--- src/rtl/kuuga_mem_pkg.sv ---
// rtl/kuuga_mem_pkg.sv - shared widths, owner tag and address shift for the BRAM arbiter
package kuuga_mem_pkg;

  localparam int WORD_W     = 32;
  localparam int BE_W       = 4;
  localparam int BYTE_SHIFT = 2;

  typedef enum logic {
    OWNER_INST = 1'b0,
    OWNER_DATA = 1'b1
  } owner_e;

endpackage

--- src/rtl/kuuga_bram_arbiter_if.sv ---
// rtl/kuuga_bram_arbiter_if.sv - single-port BRAM command/read bus
interface kuuga_bram_arbiter_if #(
  parameter int ADDR_WIDTH = 16
);
  import kuuga_mem_pkg::*;

  logic                  bram_en_o;
  logic [BE_W-1:0]       bram_we_o;
  logic [ADDR_WIDTH-1:0] bram_addr_o;
  logic [WORD_W-1:0]     bram_wrdata_o;
  logic [WORD_W-1:0]     bram_rddata_i;
  logic                  bram_rst_o;

  modport master (
    output bram_en_o, bram_we_o, bram_addr_o, bram_wrdata_o, bram_rst_o,
    input  bram_rddata_i
  );

  modport slave (
    input  bram_en_o, bram_we_o, bram_addr_o, bram_wrdata_o, bram_rst_o,
    output bram_rddata_i
  );

endinterface

--- src/rtl/kuuga_bram_arbiter_sat_counter.sv ---
// rtl/kuuga_bram_arbiter_sat_counter.sv - up counter that sticks at MAX, clear wins over inc
module kuuga_sat_counter #(
  parameter int               WIDTH = 32,
  parameter logic [WIDTH-1:0] MAX   = '1
) (
  input  logic             clk,
  input  logic             rst_n,
  input  logic             inc_i,
  input  logic             clr_i,
  output logic [WIDTH-1:0] count_o
);

  logic [WIDTH-1:0] count_q, count_d;

  always_comb begin
    count_d = count_q;
    if (clr_i) begin
      count_d = '0;
    end else if (inc_i && (count_q != MAX)) begin
      count_d = count_q + WIDTH'(1);
    end
  end

  always_ff @(posedge clk or negedge rst_n) begin
    if (!rst_n) begin
      count_q <= '0;
    end else begin
      count_q <= count_d;
    end
  end

  assign count_o = count_q;

endmodule

--- src/rtl/kuuga_bram_arbiter.sv ---
// rtl/kuuga_bram_arbiter.sv - shares one read-latency-1 BRAM between fetch and data ports
// Data wins ties unless fetch has waited STARVE_LIMIT cycles; responses return on the issuing port.
module kuuga_bram_arbiter
  import kuuga_mem_pkg::*;
#(
  parameter int ADDR_WIDTH   = 16,
  parameter int STARVE_LIMIT = 4,
  parameter int CNT_WIDTH    = 32
) (
  input  logic                  clk,
  input  logic                  rst_n,

  input  logic                  inst_req_i,
  input  logic [31:0]           inst_addr_i,
  output logic                  inst_gnt_o,
  output logic                  inst_rvalid_o,
  output logic [WORD_W-1:0]     inst_rdata_o,

  input  logic                  data_req_i,
  input  logic [31:0]           data_addr_i,
  input  logic                  data_we_i,
  input  logic [BE_W-1:0]       data_be_i,
  input  logic [WORD_W-1:0]     data_wdata_i,
  output logic                  data_gnt_o,
  output logic                  data_rvalid_o,
  output logic [WORD_W-1:0]     data_rdata_o,

  kuuga_bram_arbiter_if.master  bram,

  output logic [CNT_WIDTH-1:0]  inst_grants_o,
  output logic [CNT_WIDTH-1:0]  data_grants_o,
  output logic [CNT_WIDTH-1:0]  inst_stalls_o
);

  logic       ready_q;
  logic       inflight_vld_q, inflight_vld_d;
  owner_e     inflight_own_q, inflight_own_d;
  logic       inst_gnt, data_gnt;
  logic [7:0] starve_cnt;
  logic       starve_hit;
  logic       inst_stall;
  logic       unused_addr_bits;

  assign starve_hit = (starve_cnt == 8'(STARVE_LIMIT));
  assign inst_stall = inst_req_i & ~inst_gnt;

  always_comb begin
    inst_gnt = 1'b0;
    data_gnt = 1'b0;
    if (ready_q) begin
      if (inst_req_i && (!data_req_i || starve_hit)) begin
        inst_gnt = 1'b1;
      end else if (data_req_i) begin
        data_gnt = 1'b1;
      end
    end
  end

  // Write data is forwarded on every grant; only the byte enables gate a write.
  always_comb begin
    bram.bram_en_o     = inst_gnt | data_gnt;
    bram.bram_we_o     = '0;
    bram.bram_addr_o   = '0;
    bram.bram_wrdata_o = '0;
    if (data_gnt) begin
      bram.bram_addr_o   = data_addr_i[ADDR_WIDTH+BYTE_SHIFT-1:BYTE_SHIFT];
      bram.bram_we_o     = data_we_i ? data_be_i : '0;
      bram.bram_wrdata_o = data_wdata_i;
    end else if (inst_gnt) begin
      bram.bram_addr_o   = inst_addr_i[ADDR_WIDTH+BYTE_SHIFT-1:BYTE_SHIFT];
      bram.bram_wrdata_o = data_wdata_i;
    end
  end

  assign bram.bram_rst_o = 1'b0;

  always_comb begin
    inflight_vld_d = inst_gnt | data_gnt;
    inflight_own_d = data_gnt ? OWNER_DATA : OWNER_INST;
  end

  always_ff @(posedge clk or negedge rst_n) begin
    if (!rst_n) begin
      ready_q        <= 1'b0;
      inflight_vld_q <= 1'b0;
      inflight_own_q <= OWNER_INST;
    end else begin
      ready_q        <= 1'b1;
      inflight_vld_q <= inflight_vld_d;
      inflight_own_q <= inflight_own_d;
    end
  end

  assign inst_gnt_o    = inst_gnt;
  assign data_gnt_o    = data_gnt;
  assign inst_rvalid_o = inflight_vld_q && (inflight_own_q == OWNER_INST);
  assign data_rvalid_o = inflight_vld_q && (inflight_own_q == OWNER_DATA);
  assign inst_rdata_o  = inst_rvalid_o ? bram.bram_rddata_i : '0;
  assign data_rdata_o  = data_rvalid_o ? bram.bram_rddata_i : '0;

  // Byte-offset and above-window address bits are intentionally dropped.
  assign unused_addr_bits = ^{inst_addr_i, data_addr_i};

  kuuga_sat_counter #(.WIDTH(8), .MAX(8'(STARVE_LIMIT))) u_starve (
    .clk     (clk),
    .rst_n   (rst_n),
    .inc_i   (inst_stall),
    .clr_i   (~inst_req_i | inst_gnt),
    .count_o (starve_cnt)
  );

  kuuga_sat_counter #(.WIDTH(CNT_WIDTH)) u_inst_grants (
    .clk     (clk),
    .rst_n   (rst_n),
    .inc_i   (inst_gnt),
    .clr_i   (1'b0),
    .count_o (inst_grants_o)
  );

  kuuga_sat_counter #(.WIDTH(CNT_WIDTH)) u_data_grants (
    .clk     (clk),
    .rst_n   (rst_n),
    .inc_i   (data_gnt),
    .clr_i   (1'b0),
    .count_o (data_grants_o)
  );

  kuuga_sat_counter #(.WIDTH(CNT_WIDTH)) u_inst_stalls (
    .clk     (clk),
    .rst_n   (rst_n),
    .inc_i   (inst_stall),
    .clr_i   (1'b0),
    .count_o (inst_stalls_o)
  );

endmodule

--- src/flat_wrapper.sv ---
// flat-port wrapper written by rule: the top's interface ports become plain ports
module kuuga_bram_arbiter_flat import kuuga_mem_pkg::*;
#(
  parameter int ADDR_WIDTH   = 16,
  parameter int STARVE_LIMIT = 4,
  parameter int CNT_WIDTH    = 32
)
  (clk, rst_n, inst_req_i, inst_addr_i, inst_gnt_o, inst_rvalid_o, inst_rdata_o, data_req_i, data_addr_i, data_we_i, data_be_i, data_wdata_i, data_gnt_o, data_rvalid_o, data_rdata_o, inst_grants_o, data_grants_o, inst_stalls_o, bram_bram_en_o, bram_bram_we_o, bram_bram_addr_o, bram_bram_wrdata_o, bram_bram_rst_o, bram_bram_rddata_i);
  kuuga_bram_arbiter_if #(.ADDR_WIDTH(ADDR_WIDTH)) bram_i ();
  input  logic clk;
  input  logic rst_n;
  input  logic inst_req_i;
  input  logic [31:0] inst_addr_i;
  output logic inst_gnt_o;
  output logic inst_rvalid_o;
  output logic [WORD_W-1:0] inst_rdata_o;
  input  logic data_req_i;
  input  logic [31:0] data_addr_i;
  input  logic data_we_i;
  input  logic [BE_W-1:0] data_be_i;
  input  logic [WORD_W-1:0] data_wdata_i;
  output logic data_gnt_o;
  output logic data_rvalid_o;
  output logic [WORD_W-1:0] data_rdata_o;
  output logic [CNT_WIDTH-1:0] inst_grants_o;
  output logic [CNT_WIDTH-1:0] data_grants_o;
  output logic [CNT_WIDTH-1:0] inst_stalls_o;
  output wire logic [$bits(bram_i.bram_en_o)-1:0] bram_bram_en_o;
  output wire logic [$bits(bram_i.bram_we_o)-1:0] bram_bram_we_o;
  output wire logic [$bits(bram_i.bram_addr_o)-1:0] bram_bram_addr_o;
  output wire logic [$bits(bram_i.bram_wrdata_o)-1:0] bram_bram_wrdata_o;
  output wire logic [$bits(bram_i.bram_rst_o)-1:0] bram_bram_rst_o;
  input wire logic [$bits(bram_i.bram_rddata_i)-1:0] bram_bram_rddata_i;
  assign bram_bram_en_o = bram_i.bram_en_o;
  assign bram_bram_we_o = bram_i.bram_we_o;
  assign bram_bram_addr_o = bram_i.bram_addr_o;
  assign bram_bram_wrdata_o = bram_i.bram_wrdata_o;
  assign bram_bram_rst_o = bram_i.bram_rst_o;
  assign bram_i.bram_rddata_i = bram_bram_rddata_i;
  kuuga_bram_arbiter #(.ADDR_WIDTH(ADDR_WIDTH), .STARVE_LIMIT(STARVE_LIMIT), .CNT_WIDTH(CNT_WIDTH)) u_core (.clk(clk), .rst_n(rst_n), .inst_req_i(inst_req_i), .inst_addr_i(inst_addr_i), .inst_gnt_o(inst_gnt_o), .inst_rvalid_o(inst_rvalid_o), .inst_rdata_o(inst_rdata_o), .data_req_i(data_req_i), .data_addr_i(data_addr_i), .data_we_i(data_we_i), .data_be_i(data_be_i), .data_wdata_i(data_wdata_i), .data_gnt_o(data_gnt_o), .data_rvalid_o(data_rvalid_o), .data_rdata_o(data_rdata_o), .bram(bram_i), .inst_grants_o(inst_grants_o), .data_grants_o(data_grants_o), .inst_stalls_o(inst_stalls_o));
endmodule
--- config.mk ---
export PLATFORM = sky130hd
export DESIGN_NAME = kuuga_bram_arbiter_flat
export DESIGN_NICKNAME = d
export VERILOG_FILES = /design/src/rtl/kuuga_mem_pkg.sv /design/src/rtl/kuuga_bram_arbiter_if.sv /design/src/rtl/kuuga_bram_arbiter_sat_counter.sv /design/src/rtl/kuuga_bram_arbiter.sv /design/src/flat_wrapper.sv
export SDC_FILE = /design/constraint.sdc
export NUM_CORES = 1
export LEC_CHECK = 0
export BUFFER_PORTS_ARGS = -buffer_cell sky130_fd_sc_hd__buf_2
export CELL_PAD_IN_SITES_DETAIL_PLACEMENT = 0
export CELL_PAD_IN_SITES_GLOBAL_PLACEMENT = 2
export CORE_ASPECT_RATIO = 0.75
export CORE_MARGIN = 4
export CORE_UTILIZATION = 24
export DETAILED_ROUTE_END_ITERATION = 8
export GPL_TIMING_DRIVEN = 1
export PLACE_DENSITY_LB_ADDON = 0.05
export SLEW_MARGIN = 30
export SYNTH_ARGS = -nofsm -noshare
export SYNTH_HDL_FRONTEND = slang
export SYNTH_SLANG_ARGS = --single-unit
--- constraint.sdc ---
create_clock -name clk -period 2.8 [get_ports clk]
set_clock_uncertainty 0.2 [all_clocks]
set_input_delay 0.14 -clock clk [delete_from_list [all_inputs] [get_ports clk]]
set_output_delay 0.14 -clock clk [all_outputs]
set_load 0.05 [all_outputs]
# Word level (Yosys, flattened, before mapping)
# Index checks and enable logic that the tools add are counted.
# word_totals
output_inout_bits	218
input_bits	137
regBits	107
elab_cells	48
# classes
addsub	4
bitwise_logic	6
mux	16
n_reduce_logical	10
n_eq_ne	5
# op_table
cell	n
$mux 32	4
$add 32x1->32 const B	3
$ne 32x32->1 const B	3
$mux 16	2
$mux 8	2
$add 8x1->8 const B	1
$eq 8x3->1 const B	1
$mux 4	2
$ne 8x3->1 const B	1
$logic_and 1x1->1	7
$mux 1	6
$not 1->1	3
$or 1x1->1	2
$reduce_bool 2->1	1
$and 1x1->1	1
$logic_not 1->1	1
$logic_or 1x1->1	1

# Longest topological paths before layout
# depth
word_depth	10
depth_mapped	10
depth_no_buf	8

# Modules after synthesis
# Synthesis repeated with hierarchy kept, for this count alone.
# hier_totals
cells_unflattened	811
hier_area_um2	7181.9
# modules_own_cells
mod	instances	area_per_inst_um2	cells_each	seq_area_each_um2
kuuga_sat_counter (u_core.u_data_grants ...)	3	1854.3	198	800.8
kuuga_bram_arbiter	1	1137.3	169	75.1
kuuga_sat_counter (u_core.u_starve)	1	481.7	48	200.2

# Worst setup path after synthesis
# No wires, ideal clock.
# synth_path
path_type	register -> output
start	register u_core.u_starve.count_q[0] (netlist: u_core.u_starve.count_o[0])
end	output bram_bram_addr_o[10]
t_arrival_ns	2.323
required_ns	2.460
n_path_buf	1
setup_slack_ns	0.137
stages_incl_launch_ff	8
path_cell_list	dfrtp_1 inv_1 ha_1 and4b_1 a21o_1 inv_1 clkbuf_1 a22o_1
# synth_via
word_cells_on_any_way	9
classes_between	eq/ne: 1; mux: 6; reduce/logical: 2
# synth_lines
item	line	source
start: declaration	kuuga_bram_arbiter_sat_counter.sv:13	logic [WIDTH-1:0] count_q, count_d;
start signal: assignment	kuuga_bram_arbiter_sat_counter.sv:28	count_q <= count_d;
$eq 8x3->1	kuuga_bram_arbiter.sv:44	assign starve_hit = (starve_cnt == 8'(STARVE_LIMIT));
$logic_or 1x1->1	kuuga_bram_arbiter.sv:51	if (inst_req_i && (!data_req_i || starve_hit)) begin
$logic_and 1x1->1	kuuga_bram_arbiter.sv:51	
$mux 1	kuuga_bram_arbiter.sv:51	
$mux 1	kuuga_bram_arbiter.sv:50	if (ready_q) begin
named net data_gnt_o	flat_wrapper.sv:22	output logic data_gnt_o;
$mux 16	kuuga_bram_arbiter.sv:65	if (data_gnt) begin
end: declaration	flat_wrapper.sv:30	output wire logic [$bits(bram_i.bram_addr_o)-1:0] bram_bram_addr_o;
# The timed path passes the listed nets, and every way through them passes these cells.

# Worst setup path after layout
# layout_path
start	register u_core.u_starve.count_q[7] (netlist: u_core.u_starve.count_o[7])
end	output bram_bram_addr_o[14]
# layout_via
elab_chain_len	7
word_cells_on_any_way	9
classes_between	eq/ne: 1; mux: 6; reduce/logical: 2
# layout_lines
item	line	source
$eq 8x3->1 (*)	kuuga_bram_arbiter.sv:44	
$logic_or 1x1->1 (*)	kuuga_bram_arbiter.sv:51	
$logic_and 1x1->1 (*)	kuuga_bram_arbiter.sv:51	
$mux 1	kuuga_bram_arbiter.sv:51	
$mux 1	kuuga_bram_arbiter.sv:50	
$mux 16	kuuga_bram_arbiter.sv:69	end else if (inst_gnt) begin
$mux 16 (*)	kuuga_bram_arbiter.sv:65	
# Mark *: on every way between the ends. The rest lies on a longest branch, timed or not.

==> impl_metrics.py <==
metrics = {
    "final_layout": {
        "regArea_um2": 2680,
        "instances_no_fill": 1309,
        "syn2layout_area_growth_pct": 44.2,
        "final_area_um2": 8720,
        "multiInputGateArea_um2": 3220,
        "antenna_cells": 0,
        "layout.nets": 1108,
        "nFillCells": 2614,
        "fin_util": 0.350,
        "drive_above_1_share": 0.399,
    },
    "routing": {
        "drt-wirelength-per-cell_um": 16.9,
        "route.detailed.drc": 0,
        "vias": 6058,
        "first_pass_iters": 6,
        "drt_iter0_drc": 293,
        "final_antenna_net_count": 0,
        "routed_via_density": 4.63,
        "wirelength_mm": 22.2,
    },
    "floorplanning": {
        "coreArea_um2": 24900,
        "num_rows": 50,
        "floorplan.die_area_um2": 27800,
        "initial_utilization": 0.243,
        "dieWidth_um": 191,
        "ios": 355,
        "die_h_um": 145,
    },
    "timing": {
        "worst_pin_slew_ps": 913,
        "slew_viol_final": 0,
        "finalCriticalPeriod_ps": 2730,
        "finalHoldViolCount": 0,
        "timing.fmax_mhz": 367,
        "holdWs_ps": 39.4,
        "fin_crit_sh": 0.974,
        "slew-limit-headroom": 0.389,
        "setup_viol": 0,
        "tns_ps": 0,
    },
    "critical_path": {
        "end_kind": "output port",
        "path_class": "register to output port",
        "crit_required_ps": 2460,
        "cp.arrival_ps": 2390,
        "crit_fanout": 28,
        "critPathBufInv": 3,
        "path_cells": "or4_4 > o21ai_4 > nand2_2 > clkinvlp_4 > buf_12 > a22o_1 > buf_4",
        "critPathSlowestCell": "or4_4",
        "worst_setup_path_start_kind": "register",
        "slowest_delay_ps": 580,
        "cp_top_family": "simple AND/OR/NAND/NOR gates",
    },
    "synthesis": {
        "async_flop_share": 1.00,
        "synth_nets": 772,
        "synth_seq_cells": 107,
        "syn-instance-count": 630,
        "ys_warn_count": 0,
        "synth-seq-area-share": 0.443,
        "syn_area_per_cell_um2": 9.60,
        "synth-edff-count": 0,
        "synth_top_area_cell": "dfrtp_1",
        "synth.distinct_cells": 45,
        "synth_top_flop_cell": "dfrtp_1",
        "yosys-top-cells-area": "dfrtp_1, xnor2_1, xor2_1",
        "synth_top_area_share": 0.443,
        "syn-cell-area_um2": 6050,
    },
    "clock_network": {
        "numCtsBuffers": 9,
        "ctsLongestPathBuffers": 2,
        "cts-root-buf": "clkbuf_16",
        "clock_latency_ps": 350,
        "clkSlewWorstSetupHoldPaths_ps": 80,
        "cts_max_level": 3,
        "cts_tree": "built",
        "clock_sinks": 107,
    },
    "placement": {
        "place_area_um2": 8140,
        "port_buffers": 321,
        "hpwlAfterDp_mm": 17.1,
        "placedCellCount": 1285,
        "globalplace.congestion": 0.845,
    },
    "power_and_ir_drop": {
        "p_per_area_nw_per_um2": 553,
        "p_leak_nw": 4.55,
        "peakVddDrop_uv": 350,
    },
    "global_routing": {
        "grtUsageTotal": 0.150,
        "first_global_vias": 6002,
        "antenna_found_initial": 0,
        "grt_first_pass_wirelength_mm": 33.8,
        "grt_max_degree": 53,
        "grt_remaining_overflow": 0,
    },
    "job": {
        "maxCapViolations": 0,
    },
    "status": {
        "outcome": "finished, final reports clean",
    },
    "worst_hold_path": {
        "min_path_type": "input pin to register",
    },
}
-- layout make-up --
type,count,share of cell area
Inverter,14,0.00688
Tap cell,338,0.0485
Multi-Input combinational cell,484,0.369
Timing Repair Buffer,350,0.233
Clock inverter,6,0.00817
Sequential cell,107,0.307
Clock buffer,10,0.0274
-- registers in the layout (all words and copies together) (netlist names) --
signal                        flops
u_core.u_starve.count_o           8
u_core.inflight_own_q             1
u_core.ready_q                    1
u_core.u_inst_grants.count_o     32
u_core.u_inst_stalls.count_o     32
u_core.u_data_grants.count_o     32
u_core.inflight_vld_q             1
-- per-layer routing --
layer	vias to the layer above	GRT usage	wire length (um)
li1	2932	-	-
met1	2881	0.188	9410
met2	227	0.261	10900
met3	18	0.0362	1580
met4	0	0.0348	322
met5	-	0	0
-- worst register-to-register path: stages, from the launching register on --
cell      delay, ps
dfrtp_1         350
inv_1            70
ha_1            230
nand4b_1        190
o211ai_1        120
buf_4           200
nor2_1          720
nand4_1         220
xnor2_1         170
-- cells in the final DEF (no fill, tap or decap), drive strengths merged, types with 34 or more instances in the layout --
| master | n |
|---|---|
| dfrtp | 107 |
| nand2 | 37 |
| xor2 | 38 |
| xnor2 | 54 |
| nand3 | 46 |
| and2 | 35 |
| buf | 336 |
| nor2b | 34 |
| nand4 | 43 |
| and3 | 53 |
-- cells in the mapped netlist (3+ instances only) --
library cell	number
dfrtp_1	107
and3_1	53
xnor2_1	53
nand3_1	46
nand4_1	43
xor2_1	38
and2_1	35
nand2_1	35
nor2b_1	34
nor2_1	27
nor3_1	22
nor4_1	20
a22o_1	16
clkbuf_1	16
inv_1	14
and4_1	10
buf_2	7
a21oi_1	5
a31oi_1	5
ha_1	5
mux2_2	5
o21ai_0	3
-- stage by stage --
stage	power, mW	setup slack [ps]
after global placement	3.46	20.1
after CTS	4.89	-37.3
after detailed placement	3.46	193
final	4.83	71.8
after global routing	5.06	-18.0
after floorplan	2.95	137
-- final timing paths --
kind	to	slack (ps)	depth (start not counted)	start
max in group asynchronous	u_core.u_data_grants.count_o[23]	1530	3	rst_n
setup reg to reg	u_core.u_inst_stalls.count_o[31]	230	8	u_core.u_starve.count_o[0]
min in group asynchronous	u_core.u_inst_grants.count_o[22]	80	2	rst_n
hold / removal	u_core.u_inst_grants.count_o[25]	40	5	data_req_i
setup / recovery	bram_bram_addr_o[14]	70	7	u_core.u_starve.count_o[7]
hold reg to reg	u_core.u_inst_stalls.count_o[10]	290	1	u_core.u_inst_stalls.count_o[10]
-- cells by family (layout without fill, tap and decap cells) --
family                   after synthesis  in the layout  synth area share
other                                  2              2           0.00124
XOR/XNOR                              92             92             0.134
AND/OR/NAND/NOR                      342            343             0.327
adder cells (fa/ha/maj)                5              5            0.0103
buffers and inverters                 40            380            0.0294
AO/OA/AOI/OAI                         36             36            0.0441
multiplexers                           6              6            0.0110
flip-flops                           107            107             0.443
-- report_power, final --
| part | total [mW] | switching [mW] | internal, mW |
|---|---|---|---|
| clock | 1.36 | 0.630 | 0.731 |
| combinational | 1.59 | 1.16 | 0.432 |
| sequential | 1.87 | 0.193 | 1.68 |
-- timing repair --
action | CTS | global route
endpoints found under the setup margin | 38 | 53
hold endpoints to repair | 108 | 0
hold buffers | 2 | 0
setup buffers | 0 | 5
pin swaps | 0 | 4
resized for setup | 31 | 25
gates cloned | 0 | 1
No activity file was read; power rests on OpenSTA's default activity.
